<file path="config.mk">
export PLATFORM = sky130hd
export DESIGN_NAME = digitalclock_timekeeper
export DESIGN_NICKNAME = d
export VERILOG_FILES = /design/src/rtl/digitalclock_timekeeper.sv
export SDC_FILE = /design/constraint.sdc
export NUM_CORES = 1
export LEC_CHECK = 0
export ABC_AREA = 1
export BUFFER_PORTS_ARGS = -buffer_cell sky130_fd_sc_hd__buf_2
export CELL_PAD_IN_SITES_DETAIL_PLACEMENT = 1
export CELL_PAD_IN_SITES_GLOBAL_PLACEMENT = 1
export CORE_ASPECT_RATIO = 1.5
export CORE_MARGIN = 1.5
export CORE_UTILIZATION = 30
export DETAILED_ROUTE_END_ITERATION = 8
export GPL_TIMING_DRIVEN = 0
export HOLD_SLACK_MARGIN = 0.1
export MAX_ROUTING_LAYER = met4
export PLACE_DENSITY_LB_ADDON = 0.1
export SYNTH_ARGS = -nofsm -noshare
export SYNTH_HDL_FRONTEND = slang
export SYNTH_SLANG_ARGS = --single-unit
export TNS_END_PERCENT = 10
</file>
<file path="constraint.sdc">
create_clock -name clk -period 1.7 [get_ports clk]
set_input_delay 0.425 -clock clk [delete_from_list [all_inputs] [get_ports clk]]
set_output_delay 0.425 -clock clk [all_outputs]
set_load 0.01 [all_outputs]
</file>
<file path="src/rtl/digitalclock_timekeeper.sv">
// Time-of-day core: 1 Hz prescaler, BCD hh:mm:ss counters, set-mode increment path.
// Define DIGITALCLOCK_12H_EN for a 12-hour display with a registered pm output.
module digitalclock_timekeeper #(
  parameter int TICK_DIV = 50000000
) (
  input  logic       clk,
  input  logic       rst,
  input  logic       set_hours,
  input  logic       set_minutes,
  input  logic       inc,
  output logic [1:0] hr_tens,
  output logic [3:0] hr_ones,
  output logic [2:0] min_tens,
  output logic [3:0] min_ones,
  output logic [2:0] sec_tens,
  output logic [3:0] sec_ones,
  output logic       colon,
  output logic       tick
`ifdef DIGITALCLOCK_12H_EN
  ,
  output logic       pm
`endif
);

  localparam int CW = $clog2(TICK_DIV);
  localparam logic [CW-1:0] LAST = CW'(TICK_DIV - 1);

  typedef enum logic [1:0] {RUN, SET_H, SET_M} mode_t;

  mode_t         mode;
  logic [CW-1:0] cnt;
  logic [5:0]    hr_q, hr_n;
  logic [6:0]    min_q, min_n;
  logic [6:0]    sec_q, sec_n;
  logic          inc_s1, inc_s2, inc_d;
  logic          pulse;

  // Minutes/seconds style counter: {tens[2:0], ones[3:0]} wrapping 59 -> 00.
  function automatic logic [6:0] inc60(input logic [6:0] v);
    logic [6:0] r;
    if (v[3:0] == 4'd9) begin
      r[3:0] = 4'd0;
      r[6:4] = (v[6:4] == 3'd5) ? 3'd0 : v[6:4] + 3'd1;
    end else begin
      r = {v[6:4], v[3:0] + 4'd1};
    end
    return r;
  endfunction

  function automatic logic [5:0] inc24(input logic [5:0] v);
    logic [5:0] r;
    if (v == 6'h23)             r = 6'h00;
    else if (v[3:0] == 4'd9)    r = {v[5:4] + 2'd1, 4'd0};
    else                        r = {v[5:4], v[3:0] + 4'd1};
    return r;
  endfunction

  always_comb begin
    if (set_hours)        mode = SET_H;
    else if (set_minutes) mode = SET_M;
    else                  mode = RUN;
  end

  assign pulse = inc_s2 & ~inc_d;

  // Next time-of-day; tick and the inc pulse act on the mode decoded this cycle.
  always_comb begin
    hr_n  = hr_q;
    min_n = min_q;
    sec_n = sec_q;
    case (mode)
      RUN: begin
        if (tick) begin
          sec_n = inc60(sec_q);
          if (sec_q == 7'h59) begin
            min_n = inc60(min_q);
            if (min_q == 7'h59) hr_n = inc24(hr_q);
          end
        end
      end
      SET_H: begin
        sec_n = 7'h00;
        if (pulse) hr_n = inc24(hr_q);
      end
      SET_M: begin
        sec_n = 7'h00;
        if (pulse) min_n = inc60(min_q);
      end
      default: sec_n = 7'h00;
    endcase
  end

  always_ff @(posedge clk or negedge rst) begin
    if (!rst) begin
      cnt    <= '0;
      tick   <= 1'b0;
      colon  <= 1'b0;
      hr_q   <= '0;
      min_q  <= '0;
      sec_q  <= '0;
      inc_s1 <= 1'b0;
      inc_s2 <= 1'b0;
      inc_d  <= 1'b0;
    end else begin
      inc_s1 <= inc;
      inc_s2 <= inc_s1;
      inc_d  <= inc_s2;
      hr_q   <= hr_n;
      min_q  <= min_n;
      sec_q  <= sec_n;
      if (mode != RUN) begin
        cnt   <= '0;
        tick  <= 1'b0;
        colon <= 1'b1;
      end else begin
        cnt   <= (cnt == LAST) ? '0 : cnt + 1'b1;
        tick  <= (cnt == LAST);
        if (tick) colon <= ~colon;
      end
    end
  end

  assign min_tens = min_q[6:4];
  assign min_ones = min_q[3:0];
  assign sec_tens = sec_q[6:4];
  assign sec_ones = sec_q[3:0];

`ifdef DIGITALCLOCK_12H_EN
  // Display regs load from the next-state hours so 12 h output has no extra latency.
  function automatic logic [5:0] map12(input logic [5:0] h);
    logic [4:0] b;
    logic [4:0] d;
    b = 5'(h[5:4]) * 5'd10 + 5'(h[3:0]);
    if (b == 5'd0)       d = 5'd12;
    else if (b > 5'd12)  d = b - 5'd12;
    else                 d = b;
    if (d >= 5'd10) return {2'd1, 4'(d - 5'd10)};
    else            return {2'd0, d[3:0]};
  endfunction

  always_ff @(posedge clk or negedge rst) begin
    if (!rst) begin
      hr_tens <= 2'd1;
      hr_ones <= 4'd2;
      pm      <= 1'b0;
    end else begin
      {hr_tens, hr_ones} <= map12(hr_n);
      pm                 <= (hr_n >= 6'h12);
    end
  end
`else
  assign hr_tens = hr_q[5:4];
  assign hr_ones = hr_q[3:0];
`endif

endmodule

</file>
==> results by stage, run 1 <==
Pwr:
- Dividing total power by cell area gives a power density of 943 nW/um^2.
- In this run, flip-flops and latches consume 47.1% of the power.
- The clock share of power is roughly a third.
- The total leakage power is 1.43 nW.
- Combinational logic is responsible for around 18% of the overall power.
- The internal power component is roughly 2.1 mW.
- Net switching is between 30% and 40% of the power.
- The analysis attributes to net switching a power of 0.939 mW.
- The largest voltage drop on the vdd net is ~0.38 mV.

Worst setup path:
- The data arrival time at the worst-slack endpoint is 1.77 ns.
- The kind of start point of the critical path is a flop.
- The count of buffer and inverter cells on the critical path is 2.
- The worst setup path is captured at a flop.
- Traced cell by cell, the critical path runs through inv_2 > ha_2 > nand3_4 > o21ai_4 > buf_4 > nand2_1 > nor2_1 > nor2_1 > and2_1.
- In this run the worst setup path begins at sec_q[1]$_DFFE_PN0N_.
- In this run the number of cells on the critical path is 9.
- The launch instance of the worst register-to-register path is sec_q[1]$_DFFE_PN0N_.
- Measured in cells, the most critical reg-to-reg path has a length of 9.
- The setup slack on the worst flop-to-flop path is between 0.1 and 0.15 ns.
- The endpoint required time on the critical path is 1.90 ns.
- The capturing point of the worst reg2reg path is sec_q[5]$_DFFE_PN0P_.
- The critical path is of the reg2reg type.
- On the worst path, the slowest cell contributes a delay of approximately 0.40 ns.
- The cell family contributing the most delay on the critical path is simple AND/OR/NAND/NOR gates.
- The highest-delay cell along the critical path is sky130_fd_sc_hd__dfrtp_1.
- The worst-path maximum fanout is 4.
- The most numerous cell on the critical path is sky130_fd_sc_hd__nor2_1.

Logic synthesis:
- The average instance in the mapped netlist occupies 8.07 sq um.
- In this run, synthesis produced a sequential element count of between 50 and 60.
- The net count after synthesis is 355.
- Synthesis instantiated 31 different standard cells from the library.
- The proportion of synthesized chip area in sequential cells is around 46%.
- Yosys printed 0 warnings.
- The instance count of the mapped netlist is between 300 and 400.
- In this run the cell area of the synthesized design comes to 2780 sq um.

STA:
- The worst pin sits at a relative slew slack of 53.0%.
- Setup repair after global routing left no endpoint under its margin.
- The post-route fraction of the period consumed by the critical path is 92.8%.
- Setup total negative slack on the finished layout was measured at 0 ns.
- For the pin with the worst max-slew slack, the measured transition is just over 0.7 ns.
- The count of pins over their slew limit was 0.
- The final-report setup violation count is 0.
- The final period demand of the worst path is 1.58 ns.
- The worst hold-check slack is 0.147 ns.
- The maximum operating frequency is around 630 MHz.
- The number of hold violations in the final report is 0.
- The worst clock skew is a little over 0.007 ns.

Die:
- The number of standard-cell rows in the floorplan is 42.
- The y dimension of the die is about 120 um.
- The floorplan step defined a die boundary enclosing 9850 sq um.
- After floorplanning, the core was sized to cover approximately 8900 sq um.
- From left edge to right edge, the die measures between 80 and 90 um.
- The I/O pin count is 27.
- For this configuration, the core starts out at a cell density of a little under a third.

GRT:
- In the global route stage, met3 resource usage came out at between 2 and 3%.
- For this run the aggregate overflow at the end of global routing stands at 0.
- For this run, the total global-route usage over all layers was measured as between 10% and 20%.
- The first global-routing pass estimated roughly 11 mm of wire.
- The largest net degree at the start of global routing is 52.
- The layer flagged by global routing as most heavily used is met2.
- The number of global-route vias before repair was between 2k and 2.5k.
- Global routing consumed, on the met2 layer, 28.3% of the routing resources.
- The initial antenna violation count was 0.
- Global routing consumed, on the met1 layer, about 16% of the routing resources.

Clock network:
- The insertion delay of the later-clocked pin in the worst-skew pair is about 0.3 ns.
- The TritonCTS clock tree is built.
- The maximum number of buffers from clock root to sink is 2.
- The TritonCTS sink count is 51.
- The CTS buffer count is 5.
- The maximum level of the CTS H-tree is 2.
- After clock tree synthesis, the clock-pin slew on the worst setup and hold paths is 0.07 ns.
- The buffer cell driving the clock tree root is sky130_fd_sc_hd__clkbuf_16.

Detailed routing:
- The overall via count from detail_route is approximately 2.3k.
- The violation count after the first detailed-routing iteration is between 50 and 60.
- The number of search-and-repair iterations in the first detailed-routing pass is 4.
- The via density per instance is about 4.7.
- Once detail routing completed, the nets flagged for antenna violations numbered 0.
- After detailed routing, the average wire length per cell comes to 13.5 um.
- The post-detailed-route DRC marker count is 0.
- The routed design has about 6.6 mm of wire.

Run:
- The tool flagged a number of max-cap violations equal to 0.

Hold path:
- The classification of the worst-slack hold path is in2async.

Finish:
- In the final design database the tool counted 390 nets.
- The number of antenna diodes in the final layout is 0.
- Cells with a size suffix above 1 make up between 10% and 20% of the layout.
- The top cell types in the final layout, fill and taps aside, are 78 x sky130_fd_sc_hd__nand2_1, 53 x sky130_fd_sc_hd__nor2_1, 50 x sky130_fd_sc_hd__dfrtp_1, 35 x sky130_fd_sc_hd__inv_1, 26 x sky130_fd_sc_hd__buf_2.
- Relative to the synthesized area, the layout overhead comes to 16.8%.
- The most common cell after layout, fill and taps aside is sky130_fd_sc_hd__nand2_1.

Placement:
- The placed wire-length estimate after detailed placement is between 5 and 6 mm.
- The number of port buffers is 26.
- The last weighted congestion value of the routability-driven placer is between 0.7 and 0.8.

Status:
- The flow ran to the end, and the final reports show no timing, DRC or antenna violations.
[worst max path at each step]
stage | end | slack [ns]
finish | sec_q[5]$_DFFE_PN0P_ | 0.12
global route | sec_q[5]$_DFFE_PN0P_ | 0.01
CTS | hr_q[2]$_DFFE_PN0P_ | 0.01
detailed placement | hr_q[2]$_DFFE_PN0P_ | 0.002
global placement | hr_q[3]$_DFFE_PN0P_ | 0.02
floorplan | hr_q[4]$_DFFE_PN0P_ | 0.21
[kinds of logic after synthesis]
kind of cell,share of synthesized area [%]
buffers and inverters,5.59
and+or+nand+nor,33.6
DFF,46.0
adders and majority gates,2.71
muxes,0.361
AOI/OAI and AO/OA,6.72
xor gates and xnor gates,5.05
[per-stage QoR]
step                std cells  cell area (sq um)  worst slack (ns)  power (mW)  utilization, %
floorplan                 344               2780             0.206        1.80               -
global placement          480               3040            0.0171        2.01            34.3
detailed placement        480               3040           0.00199        2.01            34.3
CTS                       489               3210            0.0137        3.12            36.1
global route              490               3240            0.0137        3.28            36.5
finish                    490               3240             0.122        3.06            36.5
[cell usage after synthesis, drive strengths merged]
cell type | instances | area [sq um]
nand2 | 87 | 349
nor2 | 66 | 330
dfrtp | 51 | 1280
inv | 38 | 145
nand3 | 27 | 145
a21oi | 15 | 75.1
o21ai | 12 | 75.1
xor2 | 11 | 96.3
nand4 | 7 | 43.8
ha | 6 | 75.1
nor3 | 6 | 30.0
xnor2 | 5 | 43.8
nor3b | 2 | 15.0
or2 | 2 | 12.5
a211oi | 1 | 7.51
and2 | 1 | 6.26
buf | 1 | 5.00
clkinv | 1 | 5.00
mux2i | 1 | 10.0
o21a | 1 | 7.51
o21bai | 1 | 7.51
o22ai | 1 | 6.26
o31ai | 1 | 7.51
[power groups by stage]
stage               Sequential (mW)  Combinational, mW  Clock [mW]
floorplan                      1.49              0.307           0
global placement               1.46              0.546           0
detailed placement             1.47              0.549           0
CTS                            1.44              0.556        1.13
global route                   1.46              0.648        1.17
finish                         1.44              0.544        1.07
[registers in the layout, indices dropped and copies added (netlist names)]
| name | cells |
|---|---|
| inc_s2 | 1 |
| hr_q | 6 |
| inc_s1 | 1 |
| min_q | 7 |
| colon | 1 |
| tick | 1 |
| cnt | 26 |
| sec_q | 7 |
| inc_d | 1 |
[layout make-up]
cell class	count	area, sq um
timing repair buffer	28	148
tap	110	138
sequential	51	1280
inverter	39	150
multi-input combinational	253	1370
clock inverter	2	16.3
buffer	1	5.00
clock buffer	6	139
fill	1088	5640
[worst reg2reg max path, stage by stage (launching register included)]
cell and delay [ns]:
sky130_fd_sc_hd__dfrtp_1 0.40, sky130_fd_sc_hd__inv_2 0.06, sky130_fd_sc_hd__ha_2 0.18, sky130_fd_sc_hd__nand3_4 0.11
sky130_fd_sc_hd__o21ai_4 0.18, sky130_fd_sc_hd__buf_4 0.16, sky130_fd_sc_hd__nand2_1 0.08, sky130_fd_sc_hd__nor2_1 0.12
sky130_fd_sc_hd__nor2_1 0.05, sky130_fd_sc_hd__and2_1 0.13
[repair_timing]
item,in CTS,in global routing
gates cloned,0,0
resized for setup,0,7
pin swaps,2,4
setup endpoints to repair,2,25
buffers inserted,1,1
hold buffers,0,0
[layer usage]
layer  wire length [um]  vias to the layer above  share of wire, %
met3                178                        8               2.7
met5                  0                        -                 0
li1                   -                     1169                 -
met4                127                        0               1.9
met2               3680                       23                56
met1               2610                     1098                40
Note: power is estimated with default switching activity, not from simulation.
==> run 2: changes to the inputs <==
- ABC_AREA: 1 -> default
==> run 2 against run 1 <==
Net effect: the flow now finishes with violations (negative setup slack); non-clock buffer count grew 27; cell area grew 6.9%; register-to-register slack lost 0.29 ns; global-route usage grew 1.4 points; power grew 9.6%; combinational power grew 16%; worst setup slack lost 0.29 ns; critical endpoint is now cnt[24]$_DFF_PN0_.
==> results by stage, run 2 <==
Worst setup path:
- The worst-path maximum fanout is 7.
- The launch instance of the worst register-to-register path is cnt[4]$_DFF_PN0_.
- The critical path's largest stage delay is 0.56 ns.
- The setup slack on the worst flop-to-flop path is -0.16 ns.
- The data arrival time at the worst-slack endpoint is roughly 2.1 ns.
- The critical path goes through nand4_4 > or4_4 > buf_6 > or4_1 > a21oi_2.
- The worst setup path is of the reg2reg kind.
- Counting cells, the worst reg-to-reg path comes to 5.
- STA classifies the critical path endpoint as a flop.
- The endpoint required time on the critical path is around 1.9 ns.
- The worst register-to-register path ends at cnt[24]$_DFF_PN0_.
- The kind of start point of the critical path is a flop.
- The highest-delay cell along the critical path is sky130_fd_sc_hd__or4_4.

Die:
- The I/O pin count is 27.
- In this run the horizontal extent of the chip is approximately 79 um.
- The starting utilization of the core area is approximately 31%.
- The placeable core region is roughly 8400 sq um.
- The y dimension of the die is between 100 and 150 um.
- The number of standard-cell rows in the floorplan is between 40 and 50.
- The die area is a little over 9000 sq um.

Finish:
- In the final layout, the registers with the most flip-flops are cnt (26), min_q (7), sec_q (7).
- The register with the most flip-flops in the layout has 26 of them.
- Of the cells placed in the final design, the portion with a size suffix greater than 1 is roughly a third.
- The number of nets in the layout is around 330.
- After the flow finishes, the layout carries non-filler instances totaling between 400 and 500.
- The most common cell after layout, fill and taps aside is sky130_fd_sc_hd__dfrtp_1.
- The final design utilization is 41.2%.
- The area growth from synthesis to final layout is 32.7%.
- Leaving out fill and tap cells, the most frequent cells in the layout are 40 x sky130_fd_sc_hd__dfrtp_1, 26 x sky130_fd_sc_hd__buf_2, 25 x sky130_fd_sc_hd__nor2_1, 21 x sky130_fd_sc_hd__buf_4, 16 x sky130_fd_sc_hd__nand2_1.
- The filler cell count in the final layout is 953.
- The register containing the most flip-flops in the final layout is cnt.
- The count of antenna diodes in the layout is 0.

Hold path:
- Counting instances, the worst hold path has a depth of 1.
- The worst-case hold path end point is inc_s1$_DFF_PN0_.
- The classification of the worst-slack hold path is in2reg.
- The critical hold path startpoint is inc.

Logic synthesis:
- Counting flops and latches in the post-synthesis netlist gives 51.
- The net count after synthesis is ~270.
- After synthesis, the mean cell area works out to 9.97 sq um.
- The cell with the most instances after synthesis is sky130_fd_sc_hd__dfrtp_1.
- Synthesis handed over a netlist of 262 instances.
- Ranked by total cell area, the synthesized netlist is headed by sky130_fd_sc_hd__dfrtp_1 49%, sky130_fd_sc_hd__xnor2_1 3.7%, sky130_fd_sc_hd__a21oi_1 3.6%, sky130_fd_sc_hd__nor2_1 3.6%, sky130_fd_sc_hd__nand3_1 3.3%.
- The number of enable flip-flop cells after synthesis is 0.
- Of all cell types, the one taking the most synthesized area is sky130_fd_sc_hd__dfrtp_1.
- The proportion of synthesized chip area in sequential cells is 48.9%.
- The post-synthesis instance area is between 2000 and 3000 sq um.
- The share of the synthesized area in the top cell type is 48.9%.
- In this run, distinct cell masters in the synthesized netlist total 45.
- The async set-or-reset flop fraction in the synthesized netlist is 100%.
- Among all flip-flop cells after synthesis, the most frequent one is sky130_fd_sc_hd__dfrtp_1.
- The commonest cells after synthesis are 51 x sky130_fd_sc_hd__dfrtp_1, 25 x sky130_fd_sc_hd__nor2_1, 19 x sky130_fd_sc_hd__a21oi_1.
- The Yosys step of the flow raised 0 warnings.

Placement:
- The placed wire-length estimate after detailed placement is around 4.5 mm.
- At the end of routability-driven placement, the weighted congestion stood at ~0.70.
- The number of placed instances, taps included, is just under 400.
- The number of port buffers is 26.

Clock network:
- TritonCTS built the clock tree.
- In this run the number of H-tree levels came out at 2.
- The number of hold buffers added after CTS was 0.
- The CTS buffer count is 5.
- The maximum number of buffers from clock root to sink is 2.
- Clock-pin slew was measured on the worst setup and hold paths at roughly 0.070 ns.
- The clock drives 51 sinks.
- Clock tree synthesis selected as its root buffer the cell sky130_fd_sc_hd__clkbuf_16.
- The insertion delay of the later-clocked pin in the worst-skew pair is 0.30 ns.

STA:
- The count of pins over their slew limit came to 0.
- Static timing analysis puts the maximum clock frequency at between 500 and 600 MHz.
- Headroom to the max-slew limit came out at 20.7%.
- After layout, the worst path uses 110% of the clock period.
- The transition time of the tightest slew-check pin is approximately 1.2 ns.
- The number of hold violations in the final report came to 0.
- The worst clock skew is just over 0.009 ns.
- Setup repair after global routing could not meet its margin everywhere.
- The final-report setup violation count is 30.
- The least setup slack across all paths after layout is -0.164 ns.
- The final period demand of the worst path is 1.86 ns.

Detailed routing:
- Dividing the detail-routed via count by the number of cells gives approximately 5.2.
- The violation count after the first detailed-routing iteration is 63.
- Summed over all layers, the routed wires come to between 6 and 7 mm.
- After detailed routing, the number of remaining DRC violations is 0.
- The count of nets left with antenna violations once routing finished came out at 0.
- In the final routed layout, each cell accounts on average for 16.1 um.
- The number of search-and-repair iterations in the first detailed-routing pass is 4.
- The overall via count from detail_route is about 2.2k.

Pwr:
- The largest voltage drop on the vdd net is approximately 0.43 mV.
- The cell area power density is ~970 nW/um^2.
- The total leakage power is 1.38 nW.

Status:
- The checks that failed: negative setup slack.
- The flow ran to the end, but the final reports show violations.

GRT:
- The global route total overflow is 0.
- The global routing usage summed across all routing layers is approximately 17%.
- The number of global-route vias before repair is between 2k and 2.5k.
- The global-route wire length before repair is between 10 and 15 mm.
- The largest net degree at the start of global routing is 52.
- The initial antenna violation count came to 0.

Run:
- Max-cap violations in this run came to 0.
## run 2: stage by stage
stage / area, sq um / TNS [ns] / power, mW / hold slack [ns] / worst slack (ns)
after floorplan: 2640 / -3.24 / 1.84 / 0.129 / -0.182
after global placement: 2910 / -18.29 / 2.08 / 0.334 / -0.685
after detailed placement: 2910 / -19.45 / 2.09 / 0.337 / -0.732
after CTS: 3420 / -2.11 / 3.40 / 0.220 / -0.176
after global routing: 3460 / -5.74 / 3.54 / 0.222 / -0.257
final: 3460 / -1.91 / 3.35 / 0.229 / -0.164
## run 2: cell families after synthesis
kind of cell,Yosys count,synth area share (%)
buffers and inverters,15,2.59
adders and majority gates,6,2.87
xor gates and xnor gates,17,5.70
DFF,51,48.9
AOI/OAI and AO/OA,50,12.3
and+or+nand+nor,119,26.0
muxes,4,1.72
## run 2: power breakdown
group	switching, mW	leakage (nW)	total [mW]	internal (mW)
clock network	0.470	0.0868	1.20	0.733
registers	0.181	0.663	1.52	1.33
logic	0.329	0.630	0.631	0.302
total	0.981	1.38	3.35	2.37
## run 2: repair_timing
item                                   CTS  global route
setup endpoints to repair               38            37
gates cloned                             1             0
gates resized for setup                 42            10
endpoints found under the hold margin    0             0
setup buffers                           22             1
pin swaps                               18             6
## run 2: worst max-delay path, delay by kind of cell (launching register included)
family | cells | cell delay, ns
AOI/OAI and AO/OA | 1 | 0.13
buffers and inverters | 1 | 0.15
DFF | 1 | 0.39
and+or+nand+nor | 3 | 1.11
## run 2: cell type report
class	count	area [sq um]	share of cell area, %
plain buffers	6	56.3	1.63
flip-flops and latches	51	1290	37.2
inverters	8	30.0	0.867
multi-input cells	196	1460	42.1
clock inverters	2	35.0	1.01
repair buffers	50	322	9.28
well taps	107	134	3.86
clock buffers	6	139	4.01
## run 2: worst max path at each step
stage / startpoint / end / slack [ns] / cells past startpoint
detailed placement: cnt[12]$_DFF_PN0_ / cnt[4]$_DFF_PN0_ / -0.73 / 6
global placement: cnt[12]$_DFF_PN0_ / cnt[2]$_DFF_PN0_ / -0.68 / 6
global route: cnt[14]$_DFF_PN0_ / cnt[20]$_DFF_PN0_ / -0.26 / 5
floorplan: sec_q[1]$_DFFE_PN0N_ / min_q[5]$_DFFE_PN0P_ / -0.18 / 6
finish: cnt[4]$_DFF_PN0_ / cnt[24]$_DFF_PN0_ / -0.16 / 5
CTS: cnt[2]$_DFF_PN0_ / cnt[24]$_DFF_PN0_ / -0.18 / 5
## run 2: per-layer routing
metal	GRT usage, %	share of wire [%]
met1	16.5	39
met2	33.0	57
met3	2.79	2.1
met4	5.96	1.6
met5	-	0
==> run 3: changes to the inputs <==
- CTS_BUF_LIST: default -> sky130_fd_sc_hd__clkbuf_4 sky130_fd_sc_hd__clkbuf_8
==> run 3 against run 2 <==
Net effect: the run still ends with negative setup slack left; combinational power decreased by 0.8%; cell count rose by 1.4%; maximum frequency is 0.79% lower; sequential power hardly changed; critical path type unchanged.
==> results by stage, run 3 (same netlist as run 2, synthesis figures left out) <==
Status:
- The flow ran to the end, but the final reports show violations.
- The checks that failed: negative setup slack.

STA:
- Setup repair after global routing could not meet its margin everywhere.
- Derived from the worst setup path, the maximum achievable clock frequency is roughly 530 MHz.
- Measured against its own limit, the worst slew margin works out to 20.2%.
- The least setup slack across all paths after layout is -0.179 ns.
- The number of hold violations in the final report is 0.
- The post-route fraction of the period consumed by the critical path is 111%.
- The count of pins over their slew limit came to 0.
- Setup violations remaining at the end of the flow were counted as 29.
- After layout, the minimum clock period comes to 1.88 ns.
- The worst clock skew is around 0.0083 ns.
- The transition time of the tightest slew-check pin is roughly 1.2 ns.

Detailed routing:
- The overall via count from detail_route is ~2.3k.
- The first routing iteration left 77 violations.
- Dividing the detail-routed wire length by the instance count gives roughly 16 um.
- The via density per instance is about 5.2.
- The first detailed-routing pass ran for 4 iterations.
- Summed over all layers, the routed wires come to 6.92 mm.
- In the routed design, unresolved DRC markers number 0.
- The post-route antenna net violation count is 0.

Die:
- Once the floorplan was initialized, standard cells occupied just over 30% of the core.
- Measured along the x axis, the die boundary spans slightly below 80 um.
- After floorplanning, the core was sized to cover 8410 sq um.
- The floorplan has 41 rows.
- The die area is 9280 sq um.
- Pin placement for this block handled 27 I/O pins.
- In this run the vertical extent of the chip is 117 um.

Pwr:
- The fraction of power consumed by combinational cells is 20.5%.
- In this run the static leakage power is ~1.4 nW.
- Of the total power, the clock network draws around 30%.
- IR analysis of the VDD net gives a maximum drop of between 0.3 and 0.4 mV.
- The analysis attributes to net switching a power of roughly 0.94 mW.
- The relative contribution of sequential cells to total power is between 40% and 50%.
- Internal power comes to between 2 and 2.5 mW.
- The cell area power density is between 800 and 900 nW/um^2.
- The switching share of total power is a little under a third.

Finish:
- In the layout the commonest cells are 41 x sky130_fd_sc_hd__dfrtp_1, 29 x sky130_fd_sc_hd__buf_4, 26 x sky130_fd_sc_hd__buf_2, 25 x sky130_fd_sc_hd__nor2_1.
- The area taken by multi-input logic gates is 1420 sq um.
- Across the whole layout, storage elements account for roughly 1300 sq um.
- The post-route netlist has a little over a third of its cells at a drive strength greater than 1.
- The register with the most flip-flops in the layout has 26 of them.
- The most common cell after layout, fill and taps aside is sky130_fd_sc_hd__dfrtp_1.
- The final design utilization is between 40 and 50%.
- The register with the most flip-flops in the final layout is cnt.
- The largest registers in the layout are cnt (26), min_q (7), sec_q (7).
- The filler cell count in the final layout is just under 1k.
- In the final design database the tool counted 335 nets.
- The count of antenna diodes in the layout is 0.
- The area growth from synthesis to layout is 30.4%.

GRT:
- The global-route wire length before repair is approximately 12 mm.
- The global routing usage summed across all routing layers is 16.7%.
- The largest net degree at the start of global routing is 52.
- The global route total overflow is 0.
- The initial antenna violation count is 0.
- The number of global-route vias before repair was about 2.4k.

Placement:
- Timing analysis after detailed placement gives a worst setup slack of -0.732 ns.
- Summed over all nets, the half-perimeter wirelength after detailed placement is ~4.5 mm.
- The number of port buffers is 26.
- The congestion estimate from routability-driven global placement came to between 0.7 and 0.8.

Clock network:
- The maximum level of the CTS H-tree is 2.
- The TritonCTS sink count is 51.
- The later pin in the worst-skew pair is clocked with a latency of 0.32 ns.
- CTS placed an instance of sky130_fd_sc_hd__clkbuf_8 at the clock tree root.
- The CTS buffer count is 5.
- The number of hold-repair buffers added at the cts stage is 0.
- The clock passes through at most 2 buffers.
- TritonCTS built the clock tree.
- Clock-pin slew was measured on the worst setup and hold paths at approximately 0.1 ns.

Worst setup path:
- STA classifies the critical path endpoint as a flop.
- The worst-path maximum fanout is 10.
- The critical path is of the reg2reg type.
- The kind of start point of the critical path is a flop.
- Data on the critical path arrives at its endpoint at between 2 and 2.5 ns.
- STA puts the critical path data required time at around 2.0 ns.

Run:
- The tool flagged a number of max-cap violations equal to 0.

Hold path:
- The classification of the worst-slack hold path is in2reg.
run 3: power groups by stage:
stage | combinational [mW] | sequential [mW] | clock, mW
after floorplan | 0.290 | 1.55 | 0
after global placement | 0.557 | 1.52 | 0
after detailed placement | 0.564 | 1.53 | 0
after CTS | 0.620 | 1.51 | 0.953
after global routing | 0.705 | 1.54 | 0.992
final | 0.626 | 1.51 | 0.905
run 3: repair_timing:
action,CTS,global route
pin swaps,13,4
gates resized for setup,34,10
endpoints found under the setup margin,38,38
buffers inserted,25,4
cloned,1,0
run 3: area by class of cell:
| class | instances | area share (%) |
|---|---|---|
| flip-flops and latches | 51 | 37.9 |
| plain buffers | 6 | 1.54 |
| well taps | 107 | 3.93 |
| repair buffers | 56 | 10.5 |
| inverters | 8 | 0.882 |
| clock buffers | 6 | 2.43 |
| multi-input cells | 196 | 41.8 |
| clock inverters | 2 | 1.03 |
run 3: path summary, 6_finish.rpt:
path / slack (ns) / start / to / depth (start not counted)
hold reg to reg: 0.36 / inc_s1$_DFF_PN0_ / inc_s2$_DFF_PN0_ / 0
hold / removal: 0.21 / inc / inc_s1$_DFF_PN0_ / 1
setup / recovery: -0.18 / cnt[7]$_DFF_PN0_ / cnt[23]$_DFF_PN0_ / 6
max in group asynchronous: 0.53 / rst / cnt[12]$_DFF_PN0_ / 1
min in group asynchronous: 0.36 / rst / hr_q[5]$_DFFE_PN0P_ / 1
setup reg to reg: -0.18 / cnt[7]$_DFF_PN0_ / cnt[23]$_DFF_PN0_ / 6
run 3: through the flow:
stage / power [mW] / instance area, sq um / std cells / hold slack, ns / TNS, ns
floorplan: 1.84 / 2640 / 262 / 0.129 / -3.24
finish: 3.05 / 3400 / 432 / 0.207 / -2.68
detailed placement: 2.09 / 2910 / 395 / 0.337 / -19.45
global route: 3.24 / 3400 / 432 / 0.188 / -6.64
global placement: 2.08 / 2910 / 395 / 0.334 / -18.29
CTS: 3.08 / 3340 / 428 / 0.191 / -3.86
run 3: worst max-delay path: stages, from the launching register on:
cell and delay, ns:
sky130_fd_sc_hd__dfrtp_2 0.39, sky130_fd_sc_hd__buf_6 0.10, sky130_fd_sc_hd__nand4_1 0.09, sky130_fd_sc_hd__or4_4 0.56, sky130_fd_sc_hd__buf_6 0.15, sky130_fd_sc_hd__or4_4 0.41, sky130_fd_sc_hd__a21oi_2 0.12
run 3: per-layer routing:
layer	GRT usage (%)	share of wire, %	wire length [um]
met3	2.79	2.0	141
met2	33.2	57	3960
met4	5.26	1.4	98
met5	-	0	0
met1	16.2	39	2730
